## src/rtl/noc_pkg.sv

```systemverilog
// noc_pkg: shared flit/request types and port index constants for the router input side.
package noc_pkg;
    localparam int FLIT_W  = 20;
    localparam int DEST_HI = 19;
    localparam int DEST_LO = 16;
    localparam int PORT_N  = 0;
    localparam int PORT_E  = 1;
    localparam int PORT_S  = 2;
    localparam int PORT_W  = 3;
    localparam int PORT_L  = 4;
    typedef logic [FLIT_W-1:0] flit_t;
    typedef logic [4:0]        req_t;
endpackage

```

## src/rtl/xy_route_calc.sv

```systemverilog
// xy_route_calc: combinational XY (x first) routing of a destination to a one-hot output request.
module xy_route_calc
    import noc_pkg::*;
(
    input  logic [3:0] position,
    input  logic [3:0] dest,
    input  logic       valid,
    output req_t       req
);
    logic [1:0] cx, cy, dx, dy;
    assign {cy, cx} = position;
    assign {dy, dx} = dest;
    assign req = !valid  ? req_t'(0) :
                 dx > cx ? req_t'(1) << PORT_E :
                 dx < cx ? req_t'(1) << PORT_W :
                 dy > cy ? req_t'(1) << PORT_S :
                 dy < cy ? req_t'(1) << PORT_N :
                           req_t'(1) << PORT_L;
endmodule

```

## src/rtl/noc_input_buffer.sv

```systemverilog
// noc_input_buffer: credit-based receive FIFO with XY route request for the head flit.
// Optional NOC_INBUF_ERR_EN adds sticky overflow flag ovf_err and saturating drop_cnt.
module noc_input_buffer
    import noc_pkg::*;
#(
    parameter int DEPTH = 4
) (
    input  logic       clk,
    input  logic       RST,
    input  logic [3:0] position,
    input  flit_t      in,
    input  logic       vi,
    output logic       co,
    output flit_t      out_flit,
    output logic       out_valid,
    output req_t       out_req,
`ifdef NOC_INBUF_ERR_EN
    output logic       ovf_err,
    output logic [7:0] drop_cnt,
`endif
    input  logic       deq
);
    localparam int AW = $clog2(DEPTH);

    flit_t         mem_q [DEPTH];
    logic [AW-1:0] wptr_q, rptr_q;
    logic [AW:0]   count_q, count_d;
    logic          co_q, full, enq, pop;

    assign full      = count_q == (AW+1)'(DEPTH);
    assign enq       = vi && !full;
    assign pop       = deq && out_valid;
    assign count_d   = count_q + (AW+1)'(enq) - (AW+1)'(pop);
    assign out_valid = count_q != '0;
    assign out_flit  = out_valid ? mem_q[rptr_q] : '0;
    assign co        = co_q;

    always_ff @(posedge clk or negedge RST) begin
        if (!RST) begin
            wptr_q  <= '0;
            rptr_q  <= '0;
            count_q <= '0;
            co_q    <= 1'b0;
        end else begin
            wptr_q  <= wptr_q + AW'(enq);
            rptr_q  <= rptr_q + AW'(pop);
            count_q <= count_d;
            co_q    <= pop;
        end
    end

    // storage needs no reset: out_flit is masked while empty
    always_ff @(posedge clk) begin
        if (enq) mem_q[wptr_q] <= in;
    end

    xy_route_calc u_route (
        .position (position),
        .dest     (out_flit[DEST_HI:DEST_LO]),
        .valid    (out_valid),
        .req      (out_req)
    );

`ifdef NOC_INBUF_ERR_EN
    logic       ovf_q;
    logic [7:0] drop_q;
    assign ovf_err  = ovf_q;
    assign drop_cnt = drop_q;
    always_ff @(posedge clk or negedge RST) begin
        if (!RST) begin
            ovf_q  <= 1'b0;
            drop_q <= '0;
        end else if (vi && full) begin
            ovf_q  <= 1'b1;
            drop_q <= drop_q + 8'(drop_q != 8'hFF);
        end
    end
`endif
endmodule
```

## config.mk

```make
export PLATFORM = sky130hd
export DESIGN_NAME = noc_input_buffer
export DESIGN_NICKNAME = d
export VERILOG_FILES = /design/src/rtl/noc_pkg.sv /design/src/rtl/xy_route_calc.sv /design/src/rtl/noc_input_buffer.sv
export SDC_FILE = /design/constraint.sdc
export NUM_CORES = 1
export LEC_CHECK = 0
export CORE_MARGIN = 1.5
export CORE_UTILIZATION = 53
export DETAILED_ROUTE_END_ITERATION = 10
export GPL_TIMING_DRIVEN = 0
export PLACE_DENSITY = 0.77
export SYNTH_ARGS = -nofsm -noshare
export SYNTH_HDL_FRONTEND = slang
export SYNTH_SLANG_ARGS = --single-unit
```

## constraint.sdc

```tcl
create_clock -name clk -period 2.9 [get_ports clk]
set_input_delay 0.58 -clock clk [delete_from_list [all_inputs] [get_ports clk]]
set_output_delay 0.58 -clock clk [all_outputs]
set_load 0.005 [all_outputs]
```

# ---- After elaboration in Yosys (flattened, before gate mapping)
# Memory sizes are Yosys's and may differ from the RTL's.
# Cells that the tools add are included.
dict set report op_classes {
  n_eq_ne 1
  n_reduce_logical 4
  n_mux 8
  order_cmp 4
  n_addsub 4
}
# cell n
set ops {}
lappend ops {{5-bit 2-to-1 mux} 5}
lappend ops {{20-bit 2-to-1 mux} 1}
lappend ops {{2-bit by 1-bit adder with 2-bit output} 2}
lappend ops {{2-bit greater-than comparator} 2}
lappend ops {{2-bit < comparator} 2}
lappend ops {{3-bit by 1-bit adder with 3-bit output} 1}
lappend ops {{3-bit equality test, second input constant} 1}
lappend ops {{3-bit nonzero test} 1}
lappend ops {{3-bit by 1-bit subtractor with 3-bit output} 1}
lappend ops {{1-bit logical AND} 2}
lappend ops {{1-bit 2-to-1 mux} 2}
lappend ops {{1-bit zero test} 1}
dict set report totals {
  out_inout_bits 27
  n_memories 1
  wordCells 26
  input_bits 28
  mem_bits_rw 80
  regBits 8
}
# memory depth word_bits rd rd_ports_with_merged_regs write_ports line_no
set memory_table {}
lappend memory_table {mem_q 4 20 1 0 1 noc_input_buffer.sv:25} ;# flit_t mem_q [DEPTH];

# ---- Logic depth before layout (Yosys ltp)
# Gate-level depths: netlist of run 1.
dict set report logic_depth {
  depth_word 8
  ltp_mapped 10
  depth_no_buf 9
}

# ---- Cells and area by module
# Synthesis of run 1 repeated with hierarchy kept, for this count alone.
dict set report hier_totals {
  hier_cells 178
  hier_area_um2 3599.7
}
# mod n_inst cells_per_inst area_each_um2
set modules_own_cells {}
lappend modules_own_cells {noc_input_buffer 1 156 3447.1}
lappend modules_own_cells {xy_route_calc 1 22 152.6}

# ---- Least setup slack after synthesis of run 1
# OpenSTA, ideal clock, no wires.
dict set report synth_path {
  path_type {register -> output}
  start {register rptr_q[0]}
  end {output port out_req[0]}
  slack_ps 29
  n_path_buf 2
  t_arrival_ps 2291
  path_stages_with_launch 9
  cell_sequence {dfrtp_1 buf_6 buf_6 mux4_2 and2_1 ha_1 nor2b_1 o21ai_1 a2111oi_0}
}
dict set report synth_via {
  word_cells_on_any_way 11
  cone_classes {order compare (4); mux (6); memory (1)}
}
# item line_no
set synth_lines {}
lappend synth_lines {{from (decl)} noc_input_buffer.sv:26} ;# logic [AW-1:0] wptr_q, rptr_q;
lappend synth_lines {{from (signal assigned)} noc_input_buffer.sv:46} ;# rptr_q <= rptr_q + AW'(pop);
lappend synth_lines {{memory read 4 x 20 bit (*)} -}
lappend synth_lines {{20-bit 2-to-1 mux (*)} noc_input_buffer.sv:35} ;# assign out_flit = out_valid ? mem_q[rptr_q] : '0;
lappend synth_lines {{net out_flit[17]} noc_input_buffer.sv:14} ;# output flit_t out_flit,
lappend synth_lines {{2-bit < comparator} xy_route_calc.sv:15} ;# dx < cx ? req_t'(1) << PORT_W :
lappend synth_lines {{5-bit 2-to-1 mux} xy_route_calc.sv:15}
lappend synth_lines {{5-bit 2-to-1 mux (*)} xy_route_calc.sv:14} ;# dx > cx ? req_t'(1) << PORT_E :
lappend synth_lines {{5-bit 2-to-1 mux (*)} xy_route_calc.sv:13} ;# assign req = !valid ? req_t'(0) :
lappend synth_lines {{to (decl)} noc_input_buffer.sv:16} ;# output req_t out_req,
# The timed path passes the listed nets; every way through them passes the cells marked *.

# ---- Worst setup path after layout of run 1
dict set report layout_path {
  start {register rptr_q[0]}
  end {output port out_req[2]}
}
dict set report layout_via {
  elab_chain_len 7
  word_cells_on_any_way 9
  cone_classes {order compare (3); mux (5); memory (1)}
}
# item line_no
set layout_rtl {}
lappend layout_rtl {{memory read 4 x 20 bit (*)} -}
lappend layout_rtl {{20-bit 2-to-1 mux (*)} noc_input_buffer.sv:35}
lappend layout_rtl {{2-bit greater-than comparator} xy_route_calc.sv:16} ;# dy > cy ? req_t'(1) << PORT_S :
lappend layout_rtl {{5-bit 2-to-1 mux} xy_route_calc.sv:16}
lappend layout_rtl {{5-bit 2-to-1 mux} xy_route_calc.sv:15}
lappend layout_rtl {{5-bit 2-to-1 mux (*)} xy_route_calc.sv:14}
lappend layout_rtl {{5-bit 2-to-1 mux (*)} xy_route_calc.sv:13}
# Mark *: on every way between the ends. The rest lies on a longest branch, timed or not.

==> results of run 1 <==
## sequential cells by signal (all words and copies together), names as in the netlist
| name | flops |
|---|---|
| wptr_q | 2 |
| count_q | 3 |
| mem_q | 80 |
| rptr_q | 2 |
| co | 1 |
## cells in the mapped netlist
master,count,share of area (%)
sky130_fd_sc_hd__xnor2_1,2,0.49
sky130_fd_sc_hd__inv_1,9,0.94
sky130_fd_sc_hd__buf_6,2,0.63
sky130_fd_sc_hd__nor3b_1,2,0.42
sky130_fd_sc_hd__mux4_2,15,9.4
sky130_fd_sc_hd__mux2i_1,2,0.56
sky130_fd_sc_hd__ha_1,8,2.8
sky130_fd_sc_hd__a211oi_1,4,0.84
sky130_fd_sc_hd__xor2_1,2,0.49
sky130_fd_sc_hd__dfrtp_1,8,5.6
sky130_fd_sc_hd__a21oi_1,2,0.28
sky130_fd_sc_hd__nor3_2,1,0.28
sky130_fd_sc_hd__fa_1,1,0.56
sky130_fd_sc_hd__edfxtp_1,80,67
sky130_fd_sc_hd__buf_2,3,0.42
sky130_fd_sc_hd__nand2_1,2,0.21
sky130_fd_sc_hd__o21ai_1,1,0.14
sky130_fd_sc_hd__mux4_1,3,2.2
sky130_fd_sc_hd__buf_12,1,0.56
sky130_fd_sc_hd__nor4b_1,1,0.24
sky130_fd_sc_hd__nor2b_1,3,0.52
sky130_fd_sc_hd__a2111oi_0,1,0.24
sky130_fd_sc_hd__a211o_1,2,0.49
sky130_fd_sc_hd__nor4_1,1,0.17
sky130_fd_sc_hd__o31ai_2,1,0.35
sky130_fd_sc_hd__nor3_1,2,0.28
sky130_fd_sc_hd__and2_1,19,3.3
sky130_fd_sc_hd__and3_1,1,0.17
sky130_fd_sc_hd__clkbuf_1,2,0.21
## cell usage in the layout, fill, tap and decap left out, types with 2 or more instances in the layout
| cell | instances |
|---|---|
| sky130_fd_sc_hd__a211o_1 | 2 |
| sky130_fd_sc_hd__edfxtp_1 | 80 |
| sky130_fd_sc_hd__and2_4 | 2 |
| sky130_fd_sc_hd__nor2b_1 | 2 |
| sky130_fd_sc_hd__nor3_2 | 2 |
| sky130_fd_sc_hd__ha_4 | 2 |
| sky130_fd_sc_hd__dlymetal6s2s_1 | 5 |
| sky130_fd_sc_hd__mux2i_1 | 2 |
| sky130_fd_sc_hd__dfrtp_1 | 8 |
| sky130_fd_sc_hd__clkbuf_8 | 9 |
| sky130_fd_sc_hd__bufinv_16 | 3 |
| sky130_fd_sc_hd__buf_2 | 7 |
| sky130_fd_sc_hd__xnor2_1 | 2 |
| sky130_fd_sc_hd__nand2_2 | 2 |
| sky130_fd_sc_hd__inv_1 | 9 |
| sky130_fd_sc_hd__and2_1 | 17 |
| sky130_fd_sc_hd__buf_6 | 7 |
| sky130_fd_sc_hd__a211oi_1 | 4 |
| sky130_fd_sc_hd__mux4_2 | 16 |
| sky130_fd_sc_hd__nor3b_2 | 2 |
| sky130_fd_sc_hd__buf_12 | 4 |
| sky130_fd_sc_hd__xor2_1 | 2 |
| sky130_fd_sc_hd__clkdlybuf4s50_1 | 34 |
| sky130_fd_sc_hd__dlygate4sd2_1 | 10 |
| sky130_fd_sc_hd__buf_4 | 7 |
| sky130_fd_sc_hd__mux4_1 | 2 |
| sky130_fd_sc_hd__ha_1 | 6 |
## stage by stage
stage,std cells,hold WS [ns],TNS [ns]
floorplan,181,0.2844,0
global placement,312,0.5017,-75.20
detailed placement,318,0.5202,-2.441
CTS,339,0.5028,-0.5491
global route,343,0.5074,-1.052
finish,343,0.4932,-0.5953
## per-layer routing
layer	vias to the layer above	GRT usage, %	wire length [µm]
li1	875	-	-
met1	942	24.43	2767
met2	58	33.55	3388
met3	6	5.350	366
met4	0	7.004	60
met5	-	0	0
## where the power goes
group          internal, W  total [W]  switching [W]
clock network     0.000583    0.00103       0.000450
logic              0.00128    0.00223       0.000948
registers          0.00169    0.00180       0.000109
## worst max path at each step
stage	endpoint	slack, ns	cells after the start
6_report	out_req[2]	-0.19	8
5_1_grt	out_req[2]	-0.28	8
4_1_cts	out_req[0]	-0.20	8
3_5_place_dp	out_req[0]	-0.68	9
2_1_floorplan	out_req[0]	0.03	8
3_3_place_gp	mem_q[1][7]$_DFFE_PP_	-1.36	3
## critical path: stages, from the launching register on
cell and delay, ns:
sky130_fd_sc_hd__dfrtp_1 0.41, sky130_fd_sc_hd__buf_12 0.12, sky130_fd_sc_hd__buf_12 0.12, sky130_fd_sc_hd__mux4_2 0.50, sky130_fd_sc_hd__and2_4 0.19, sky130_fd_sc_hd__ha_4 0.29, sky130_fd_sc_hd__a21oi_4 0.06, sky130_fd_sc_hd__nor4b_2 0.30
sky130_fd_sc_hd__buf_2 0.17
## final cells by class
cell class	count	area, µm²	share of cell area (%)
Clock buffer	9	123.9	2.613
Buffer	7	70.07	1.478
Sequential cell	88	2603	54.90
Timing Repair Buffer	70	700.7	14.78
Multi-Input combinational cell	76	987.2	20.82
Inverter	9	33.78	0.7126
Tap cell	77	96.34	2.032
Clock inverter	7	126.4	2.666
## cells by family after synthesis
logic type      Yosys count  synth area share, %
compound gates           11                2.343
xor+xnor                  4               0.9792
fa+ha+maj                 9                3.357
buf+inv                  17                2.762
flops                    88                72.73
mux                      20                12.20
simple gates             32                5.630
## what timing repair did
item / CTS / global route
setup endpoints to repair: 5 / 12
resized for setup: 50 / 18
cloned: 0 / 1
hold buffers: 0 / 0
setup buffers: 6 / 4
pin swaps: 3 / 3
==> results by stage, run 1 <==
Final layout:
- The antenna diode count is 0.
- The area growth from synthesis to layout is 32.48%.
- The number of nets in the finished design is about 300.
- The fraction of final layout cells sized beyond drive strength 1 is ~29%.
- For this run, the share of the core covered by cells in the final layout is between 70% and 80%.
- The layout has slightly above 400 filler cells.
- The total non-filler cell area in the finished layout is 4741 µm².

Floorplanning:
- Measured along the x axis, the die boundary spans approximately 85 µm.
- 55 I/O pins were placed.
- The area of the core is around 6400 µm².
- The initialized floorplan defines 29 standard-cell rows.
- The vertical extent of the die is between 80 and 90 µm.
- The initial core utilization is 55.72%.
- The floorplan step defined a die boundary enclosing 7254 µm².

Setup path:
- For the worst setup path, the data required time is around 2.3 ns.
- Of all nets on the critical path, the largest fanout is 9.
- The launch point of the critical path is rptr_q[0]$_DFF_PN0_.
- The worst register-to-register path begins at count_q[0]$_DFF_PN0_.
- The category of the worst setup path capture point is an output port.
- The minimum setup slack among reg-to-reg paths is ~0.36 ns.
- The capturing point of the worst reg2reg path is count_q[2]$_DFF_PN0_.
- The kind of start point of the critical path is a register.
- The cell count of the worst reg-to-reg path is 10.
- For the worst setup path, the data arrival time is approximately 2.5 ns.
- The category of the critical setup timing path is reg2out.

Synth:
- A synthesized cell averages ~20 µm².
- The synthesized netlist occupies a cell area of approximately 3600 µm².
- Of the synthesized area, sequential elements account for 72.73%.
- When the netlist entered floorplanning its net count stood at ~220.
- The distinct cell type count of the synthesized netlist is 29.
- The Yosys step of the flow raised 0 warnings.
- The cell count after synthesis is ~180.
- The synthesis-stage register bit count is between 80 and 90.

Placed design:
- Port buffering added 54 buffers.
- The placed standard-cell area is ~4300 µm².
- Timing analysis after detailed placement gives a worst setup slack of -0.6790 ns.
- Routability-driven placement finished with a final weighted congestion of 0.7609.
- The HPWL after detailed placement is 4154 µm.

STA:
- Timing would allow up to approximately 320 MHz.
- Once routing completed, OpenROAD measured the worst setup slack at -0.1922 ns.
- Setup violations remaining at the end of the flow were counted as 4.
- The minimum clock period is 3.092 ns.
- After layout, the worst path uses 106.6% of the clock period.
- For the pin with the worst max-slew slack, the measured transition is between 1 and 1.5 ns.
- Measured against its own limit, the worst slew margin works out to about 30%.
- The number of max-slew violations in the final report is 0.
- On the final layout, the worst clock skew is about 0.012 ns.
- The count of endpoints failing hold in the final timing report is 0.
- Setup repair after global routing could not meet its margin everywhere.

Power:
- Total power for the finished layout comes to 0.005058 W.
- For this design the static power due to leakage is 1.753 nW.
- For this design the ratio of total power to cell area is around 1100 nW/µm².
- The maximum vdd ir drop is between 0.5 and 0.6 mV.

Status:
- The flow ran to the end, but the final reports show violations.
- The final reports fail on design-rule violations, negative setup slack.

Clock network:
- The insertion delay of the later-clocked pin in the worst-skew pair is 0.35 ns.
- The clock-pin slew on the worst setup and hold paths is approximately 0.090 ns.
- In this run the number of H-tree levels came out at 3.
- The number of buffers created by CTS is 9.
- TritonCTS built the clock tree.
- The maximum clock path buffer count is 2.
- The clock sink total is ~90.
- CTS placed an instance of sky130_fd_sc_hd__clkbuf_8 at the clock tree root.

Run:
- The number of max-cap violations is 0.

Route:
- The starting DRC count in detailed routing is around 130.
- In the routed layout, each cell is associated on average with a via count of approximately 5.5.
- The post-route DRC violation count is 3.
- The number of nets with antenna violations after detailed routing is 0.
- For this run, the detailed router's first-pass iteration total came to 9.
- The via total after detailed routing is 1,881.
- Dividing the detail-routed wire length by the instance count gives 19.19 µm.
- The final routed wirelength across all metal layers is between 6000 and 7000 µm.

Global routing:
- Entering global routing, the biggest net connects 21 pins.
- The initial antenna violation count was 0.
- For this run, the total global-route usage over all layers was measured as about 20%.
- The number of global-route vias before repair is 2,024.
- The total congestion overflow after global routing is 0.
- The first global-routing pass estimated between 10,000 and 15,000 µm of wire.

Hold path:
- The type of the most critical hold path is in2async.
Note: power is estimated with default switching activity, not from simulation.
==> inputs of run 2 (changes only) <==
Settings changed: SYNTH_HIERARCHICAL set to 1.
==> run 2 against run 1 <==
Against the previous run:
- the flow finishes with violations (design-rule violations)
- non-clock buffer count rose by 4
- maximum frequency rose by 8.4%
- critical path depth did not move
- sequential cell count did not move
- synthesized area rose by 0.59%
- register-to-register slack improved by 0.22 ns
- largest cell class unchanged
- highest routed layer unchanged
==> results by stage, run 2 <==
Status:
- The flow ran to the end, but the final reports show violations.
- The final reports fail on design-rule violations.

STA:
- Setup repair after global routing could not meet its margin everywhere.
- The number of max-slew violations in the final report is 0.
- The count of endpoints failing hold in the final timing report is 0.
- Timing would allow up to approximately 350 MHz.
- The clock arrives with about 0.0066 ns of skew.
- Setup violations remaining at the end of the flow were counted as 0.
- Of the available clock period, the critical path in the final layout requires a little under 100%.
- The worst pin sits at a relative slew slack of between 20% and 30%.
- The clock period could shrink to 2.854 ns.
- The transition at the pin with the smallest max-transition slack is 1.059 ns.
- Summed over all failing endpoints, the final setup total negative slack is 0 ns.

Route:
- In this run, the number of DRC markers left after iteration 0 of detailed routing was roughly 110.
- The first TritonRoute pass finished after 7 iterations.
- For this block, the routed nets add up to about 6500 µm of wire.
- The routed length per instance is approximately 19 µm.
- Across all layers, the routed design uses approximately 1,900 vias.
- Using the TritonRoute via totals, the vias-per-cell ratio works out to 5.501.
- The detail route stage leaves a number of antenna-violating nets equal to 0.
- The post-route DRC violation count is 7.

Global routing:
- After global routing the overflow that remains totals 0.
- The global-route total usage across every layer is 19.97%.
- The number of global-route vias before repair came to 2,064.
- The pin count of the biggest net entering global routing is 21.
- The initial antenna violation count was 0.
- The wire length of the first global-routing pass is 10,540 µm.

Clock network:
- No sink is reached through more buffers than the 2 on the longest clock path.
- Clock latency on the worst-skew pair, taken at its later pin, is between 0.3 and 0.4 ns.
- The clock-pin slew on the worst setup and hold paths is approximately 0.080 ns.
- The number of H-tree branching levels is 3.
- The number of buffers added to fix hold violations after cts is 0.
- TritonCTS built the clock tree.
- The number of buffers created by CTS is 9.
- The clock sink total is 88.
- The library cell used as clock root buffer is sky130_fd_sc_hd__clkbuf_8.

Setup path:
- The most critical setup path has its startpoint at rptr_q[0]$_DFF_PN0_.
- In this run the critical register-to-register path is launched from count_q[1]$_DFF_PN0_.
- The signal arrival time at the worst endpoint is 2.27 ns.
- For this run, the slowest stage of the critical path takes slightly below 0.5 ns.
- The category of the worst setup path capture point is an output port.
- STA puts the critical path data required time at between 2 and 2.5 ns.
- In this run the register-to-register setup slack is ~0.58 ns.
- The critical path's most frequent cell is sky130_fd_sc_hd__buf_4.
- The slowest stage cell on the critical path is sky130_fd_sc_hd__mux4_2.
- In this run the worst path has a maximum fanout of 3.
- The category of the critical setup timing path is reg2out.
- The critical path goes through buf_4 > mux4_2 > and2_4 > ha_4 > a21oi_2 > buf_4 > nor3b_2 > buf_2.
- The worst setup path is launched from a register.

Floorplanning:
- The area enclosed by the die boundary is about 7300 µm².
- The number of ports placed on the die boundary is 55.
- In this run the horizontal extent of the chip is 85.41 µm.
- The core region is between 6000 and 7000 µm².
- The number of rows created at floorplan is 29.
- The floorplan step set the die height to between 80 and 90 µm.
- The initial core utilization is about 56%.

Final layout:
- The number of nets in the finished design is between 200 and 300.
- More flip-flops sit in one register than any other, and that register is mem_q.
- The flip-flop count of the largest register after layout is 80.
- Counting the fill cells in the layout gives 412.
- The signed area change from the synthesized netlist to the final layout is 29.58%.
- The total non-filler cell area in the finished layout is about 4700 µm².
- In the final layout, the registers with the most flip-flops are mem_q x80, count_q x3.
- The library cell used most frequently in the layout, excluding fill and tap cells, is sky130_fd_sc_hd__edfxtp_1.
- In the final layout, the share of cells above drive strength 1 is roughly 32%.
- The top cell types in the final layout, fill and taps aside, are 80 x sky130_fd_sc_hd__edfxtp_1, 46 x sky130_fd_sc_hd__clkdlybuf4s50_1, 19 x sky130_fd_sc_hd__mux4_2.
- The antenna diode count is 0.

Synth:
- After synthesis the netlist holds a flip-flop and latch count of just under 90.
- In the synthesized netlist, the number of instances is between 150 and 200.
- The total standard cell area after synthesis is 3600 µm².
- For this run, the leading register cell type out of synthesis is sky130_fd_sc_hd__edfxtp_1.
- The fraction of the yosys area taken by sequential cells is 72.30%.
- The Yosys step of the flow raised 6 warnings.
- Sorting the synthesized cells by area gives the leading types as sky130_fd_sc_hd__edfxtp_1 67%, sky130_fd_sc_hd__mux4_2 11%, sky130_fd_sc_hd__dfrtp_1 5.6%, sky130_fd_sc_hd__and2_1 3.3%, sky130_fd_sc_hd__ha_1 2.1%.
- The most frequently used cell type in the post-synthesis netlist is sky130_fd_sc_hd__edfxtp_1.
- The async set or reset register ratio after synthesis is under 10%.
- The cell taking the most area after synthesis is sky130_fd_sc_hd__edfxtp_1.
- After synthesis, the mean cell area works out to roughly 20 µm².
- Counting every net in the synthesized netlist gives approximately 210.
- The count of flip-flops with a built-in enable after synthesis is 80.
- Of the post-synthesis cell area, the dominant cell type holds roughly two thirds.
- After synthesis, the netlist uses 31 different library cells.
- In the synthesized netlist, the cells that appear most often are 80 x sky130_fd_sc_hd__edfxtp_1, 19 x sky130_fd_sc_hd__and2_1, 18 x sky130_fd_sc_hd__mux4_2.

Placed design:
- After detailed placement, the total cell area comes to 4327 µm².
- Input and output buffers added on the ports amount to 54.
- The global placer's final weighted congestion is 0.6793.
- Once detailed placement completed, the half-perimeter wirelength came to roughly 4000 µm.

Power:
- The total power density per cell area is ~1000 nW/µm².
- For this design the static power due to leakage is about 1.6 nW.
- The maximum vdd ir drop is 0.5261 mV.
- Summing internal, switching and leakage power gives a little under 0.005 W.

Hold path:
- The type of the most critical hold path is in2async.

Run:
- The number of max-cap violations is 0.
-- run 2: cell types whose count changed in the layout (fill, tap and decap cells not counted), sizes merged, moves of 4 or more --
cell and delta:
clkdlybuf4s50 +12, dlygate4sd2 -7, a211oi -4, dlymetal6s2s -5
-- run 2: cells by family after synthesis --
family	after synthesis	share of synthesized area, %
AO/OA/AOI/OAI	4	1.286
XOR/XNOR	6	1.877
adder cells (fa/ha/maj)	7	2.642
buffers and inverters	16	2.607
flip-flops	88	72.30
multiplexers	20	12.72
AND/OR/NAND/NOR	37	6.569
-- run 2: final timing paths --
check / to / depth (start not counted)
setup / recovery: out_req[2] / 8
hold / removal: rptr_q[1]$_DFF_PN0_ / 1
setup reg to reg: count_q[2]$_DFF_PN0_ / 9
hold reg to reg: wptr_q[1]$_DFF_PN0_ / 1
max in group asynchronous: rptr_q[0]$_DFF_PN0_ / 1
min in group clk: wptr_q[1]$_DFF_PN0_ / 1
-- run 2: critical path, delay by kind of cell (launching register included) --
family | cells | cell delay (ns)
AO/OA/AOI/OAI | 1 | 0.06
adder cells (fa/ha/maj) | 1 | 0.26
buffers and inverters | 3 | 0.41
flip-flops | 1 | 0.37
multiplexers | 1 | 0.49
AND/OR/NAND/NOR | 2 | 0.35
-- run 2: layout make-up --
cell class	count	area, µm²	share of cell area (%)
flip-flops and latches	88	2605	55.85
multi-input cells	74	977.2	20.95
repair buffers	75	718.2	15.40
clock buffers	10	127.6	2.736
well taps	77	96.34	2.065
clock inverters	6	60.06	1.288
plain buffers	6	46.29	0.9925
inverters	9	33.78	0.7242
-- run 2: routing by layer --
| layer | GRT usage (%) | part of all wire [%] | up-vias |
|---|---|---|---|
| li1 | - | - | 861 |
| met1 | 25.19 | 41 | 959 |
| met3 | 5.837 | 6.0 | 5 |
| met4 | 4.839 | 0.91 | 0 |
| met2 | 34.43 | 52 | 73 |
| met5 | 0 | 0 | - |
-- run 2: power by group --
part	total (W)	switching [W]	internal, W
clock	0.000790	0.000396	0.000394
combinational	0.00223	0.000914	0.00131
sequential	0.00179	0.0000929	0.00169
-- run 2: metrics by stage --
stage | worst slack [ns] | hold slack [ns] | cells | utilization, %
floorplan | 0.2416 | 0.2844 | 178 | -
detailed placement | -0.3775 | 0.5560 | 315 | 66.99
global placement | -1.374 | 0.5070 | 309 | 65.59
global route | -0.05957 | 0.5244 | 345 | 72.22
finish | 0.04637 | 0.5156 | 345 | 72.22
CTS | -0.07707 | 0.5121 | 346 | 72.55
-- run 2: repair_timing --
action	CTS	global route
pin swaps	8	3
setup endpoints to repair	5	8
gates resized for setup	33	10
buffers inserted	15	0
==> inputs of run 3 (changes only) <==
Settings changed: CORE_ASPECT_RATIO set to 0.9.
==> run 3 against run 2 <==
Against the previous run:
- the run now ends clean
- clock skew up 0.0031 ns
- design area barely moved
- die area about the same
- critical path depth is 2 lower
- largest power group unchanged
- highest routed layer unchanged
==> results by stage, run 3 (same netlist as run 2, synthesis figures left out) <==
Run:
- Max-cap violations in this run came to 0.

Clock network:
- The insertion delay of the later-clocked pin in the worst-skew pair is ~0.35 ns.
- The number of buffers created by CTS is 9.
- The TritonCTS clock tree is built.
- No sink is reached through more buffers than the 2 on the longest clock path.
- Clock-pin slew was measured on the worst setup and hold paths at 0.09 ns.
- For this design, the sink count on the clock tree is 88.
- The library cell used as clock root buffer is sky130_fd_sc_hd__clkbuf_8.
- The number of H-tree branching levels is 3.

Setup path:
- The category of the worst setup path capture point is an output port.
- Of all nets on the critical path, the largest fanout is 5.
- The largest stage delay on the critical path is approximately 0.48 ns.
- The kind of start point of the critical path is a register.
- The capturing point of the worst reg2reg path is count_q[2]$_DFF_PN0_.
- Data on the critical path is required at its endpoint by ~2.3 ns.
- The critical path's most frequent cell is sky130_fd_sc_hd__buf_4.
- The slowest stage cell on the critical path is sky130_fd_sc_hd__mux4_2.
- The worst register-to-register path has a depth of 9.
- The worst register-to-register path has a setup slack of roughly 0.53 ns.
- Walking the worst path, the cells encountered are buf_4 > buf_4 > clkbuf_16 > mux4_2 > and2_1 > clkdlybuf4s50_1.
- The critical path is of the reg2out type.
- The startpoint of the worst-slack reg-to-reg timing path is count_q[2]$_DFF_PN0_.
- Data on the critical path arrives at its endpoint at 2.28 ns.

Final layout:
- The largest registers in the layout are mem_q x80, count_q x3.
- Fill cells in the final layout number roughly 440.
- The finished cells cover approximately 4700 µm².
- The number of standard cells in the layout, taps in and fillers out is around 350.
- The register containing the most flip-flops in the final layout is mem_q.
- In the final layout, the share of cells above drive strength 1 is around 33%.
- The antenna diode count is 0.
- The flip-flop count of the largest register after layout is 80.
- Leaving out fill and tap cells, the most frequent cells in the layout are 80 x sky130_fd_sc_hd__edfxtp_1, 47 x sky130_fd_sc_hd__clkdlybuf4s50_1, 18 x sky130_fd_sc_hd__mux4_2.
- For this run, the post-layout net count is approximately 290.
- Leaving out fill and tap cells, the most frequent cell in the layout is sky130_fd_sc_hd__edfxtp_1.
- The final core utilization is 70.88%.
- The signed area change from the synthesized netlist to the final layout is 29.68%.

Placed design:
- The number of cells in the design after placement is 325.
- The HPWL after detailed placement is ~4200 µm.
- The placed standard-cell area is roughly 4300 µm².
- Buffers placed on the I/O ports in this run total 54.
- The congestion estimate from routability-driven global placement came to 0.7449.

Route:
- After detailed routing, the average wire length per cell comes to around 18 µm.
- After detailed routing, the number of remaining DRC violations is 0.
- Once detail routing completed, the nets flagged for antenna violations numbered 0.
- The starting DRC count in detailed routing is 91.
- The routed design has ~6400 µm of wire.
- The routed layout has 1,861 vias.
- The total iterations of the first detailed-routing run is 4.
- After detailed routing, the number of vias per cell comes to ~5.3.

Floorplanning:
- The area enclosed by the die boundary is about 7300 µm².
- The vertical extent of the die is 81.19 µm.
- The initial core utilization is between 50 and 60%.
- For this design the top-level I/O count stands at 55.
- After floorplanning, the core was sized to cover 6586 µm².
- The number of rows created at floorplan is 28.
- The die width is 89.87 µm.

STA:
- Setup repair after global routing could not meet its margin everywhere.
- The number of max-slew violations in the final report was 0.
- The achievable frequency is 350.2 MHz.
- For the final database, setup skew stands at around 0.0097 ns.
- In the finished design, the share of the clock period the worst path needs comes to a little over nine tenths.
- The transition at the pin with the smallest max-transition slack is roughly 1.1 ns.
- The setup TNS is 0 ns.
- The count of endpoints failing hold in the final timing report is 0.
- Measured against its own limit, the worst slew margin works out to slightly below 30%.
- The setup-violating endpoint count in the final report is 0.
- The worst path needs 2.856 ns of the cycle, external delays included.

Status:
- The run finished with clean final reports.

Global routing:
- Entering global routing, the biggest net connects 21 pins.
- The global-route total usage across every layer is 18.63%.
- The number of global-route vias before repair came to approximately 2,000.
- The total overflow left after global routing is 0.
- The wire length of the first global-routing pass is 9915 µm.
- The initial antenna violation count is 0.

Hold path:
- The min-delay analysis places its worst path in the category in2async.

Power:
- The total power density per cell area is between 1000 and 1500 nW/µm².
- In this run the static leakage power is about 1.6 nW.
- The maximum vdd ir drop is around 0.46 mV.
==> run 3: power by group <==
part           total, W  internal [W]  switching, W
sequential      0.00179       0.00169      0.000100
combinational   0.00225       0.00134      0.000907
clock          0.000761      0.000323      0.000438
==> run 3: worst max path at each step <==
stage | from | end | slack, ns | cells after the start
3_5_place_dp | count_q[1]$_DFF_PN0_ | out_req[2] | -0.33 | 7
2_1_floorplan | vi | mem_q[2][0]$_DFFE_PP_ | 0.24 | 2
3_3_place_gp | vi | mem_q[1][7]$_DFFE_PP_ | -1.33 | 3
5_1_grt | rptr_q[0]$_DFF_PN0_ | out_req[4] | -0.002 | 7
6_report | rptr_q[0]$_DFF_PN0_ | out_flit[8] | 0.04 | 6
4_1_cts | count_q[1]$_DFF_PN0_ | out_req[0] | 0.0004 | 10
==> run 3: worst max-delay path, delay by kind of cell, from the launching register on <==
family / cells / cell delay [ns]
muxes: 1 / 0.48
DFF: 1 / 0.40
and+or+nand+nor: 1 / 0.18
buffers and inverters: 4 / 0.88
==> run 3: through the flow <==
stage	setup slack, ns	hold WS, ns	power (W)
floorplan	0.2416	0.2844	0.002893
global placement	-1.334	0.5183	0.003691
detailed placement	-0.3278	0.5772	0.003784
CTS	0.0003926	0.5021	0.004747
global route	-0.002473	0.5161	0.005070
finish	0.04448	0.5040	0.004802
==> run 3: what timing repair did <==
item	in CTS	in global routing
resized for setup	32	15
pin swaps	5	5
setup endpoints to repair	5	16
gates cloned	0	1
hold endpoints to repair	0	0
setup buffers	9	1
hold buffers	0	0
==> run 3: layout make-up <==
class	count	area (µm²)	area share (%)
multi-input cells	74	996.0	21.33
well taps	90	112.6	2.412
plain buffers	7	80.08	1.715
inverters	9	33.78	0.7237
clock buffers	10	127.6	2.734
flip-flops and latches	88	2605	55.80
clock inverters	6	51.30	1.099
repair buffers	68	661.9	14.18
==> run 3: layer usage <==
metal | vias up | wire length [µm] | global-route usage [%] | share of wire (%)
met5 | - | 0 | 0 | 0
met2 | 52 | 3259 | 32.44 | 51
met1 | 951 | 2739 | 22.60 | 43
met4 | 0 | 81 | 6.349 | 1.3
li1 | 849 | - | - | -
met3 | 9 | 308 | 5.712 | 4.8
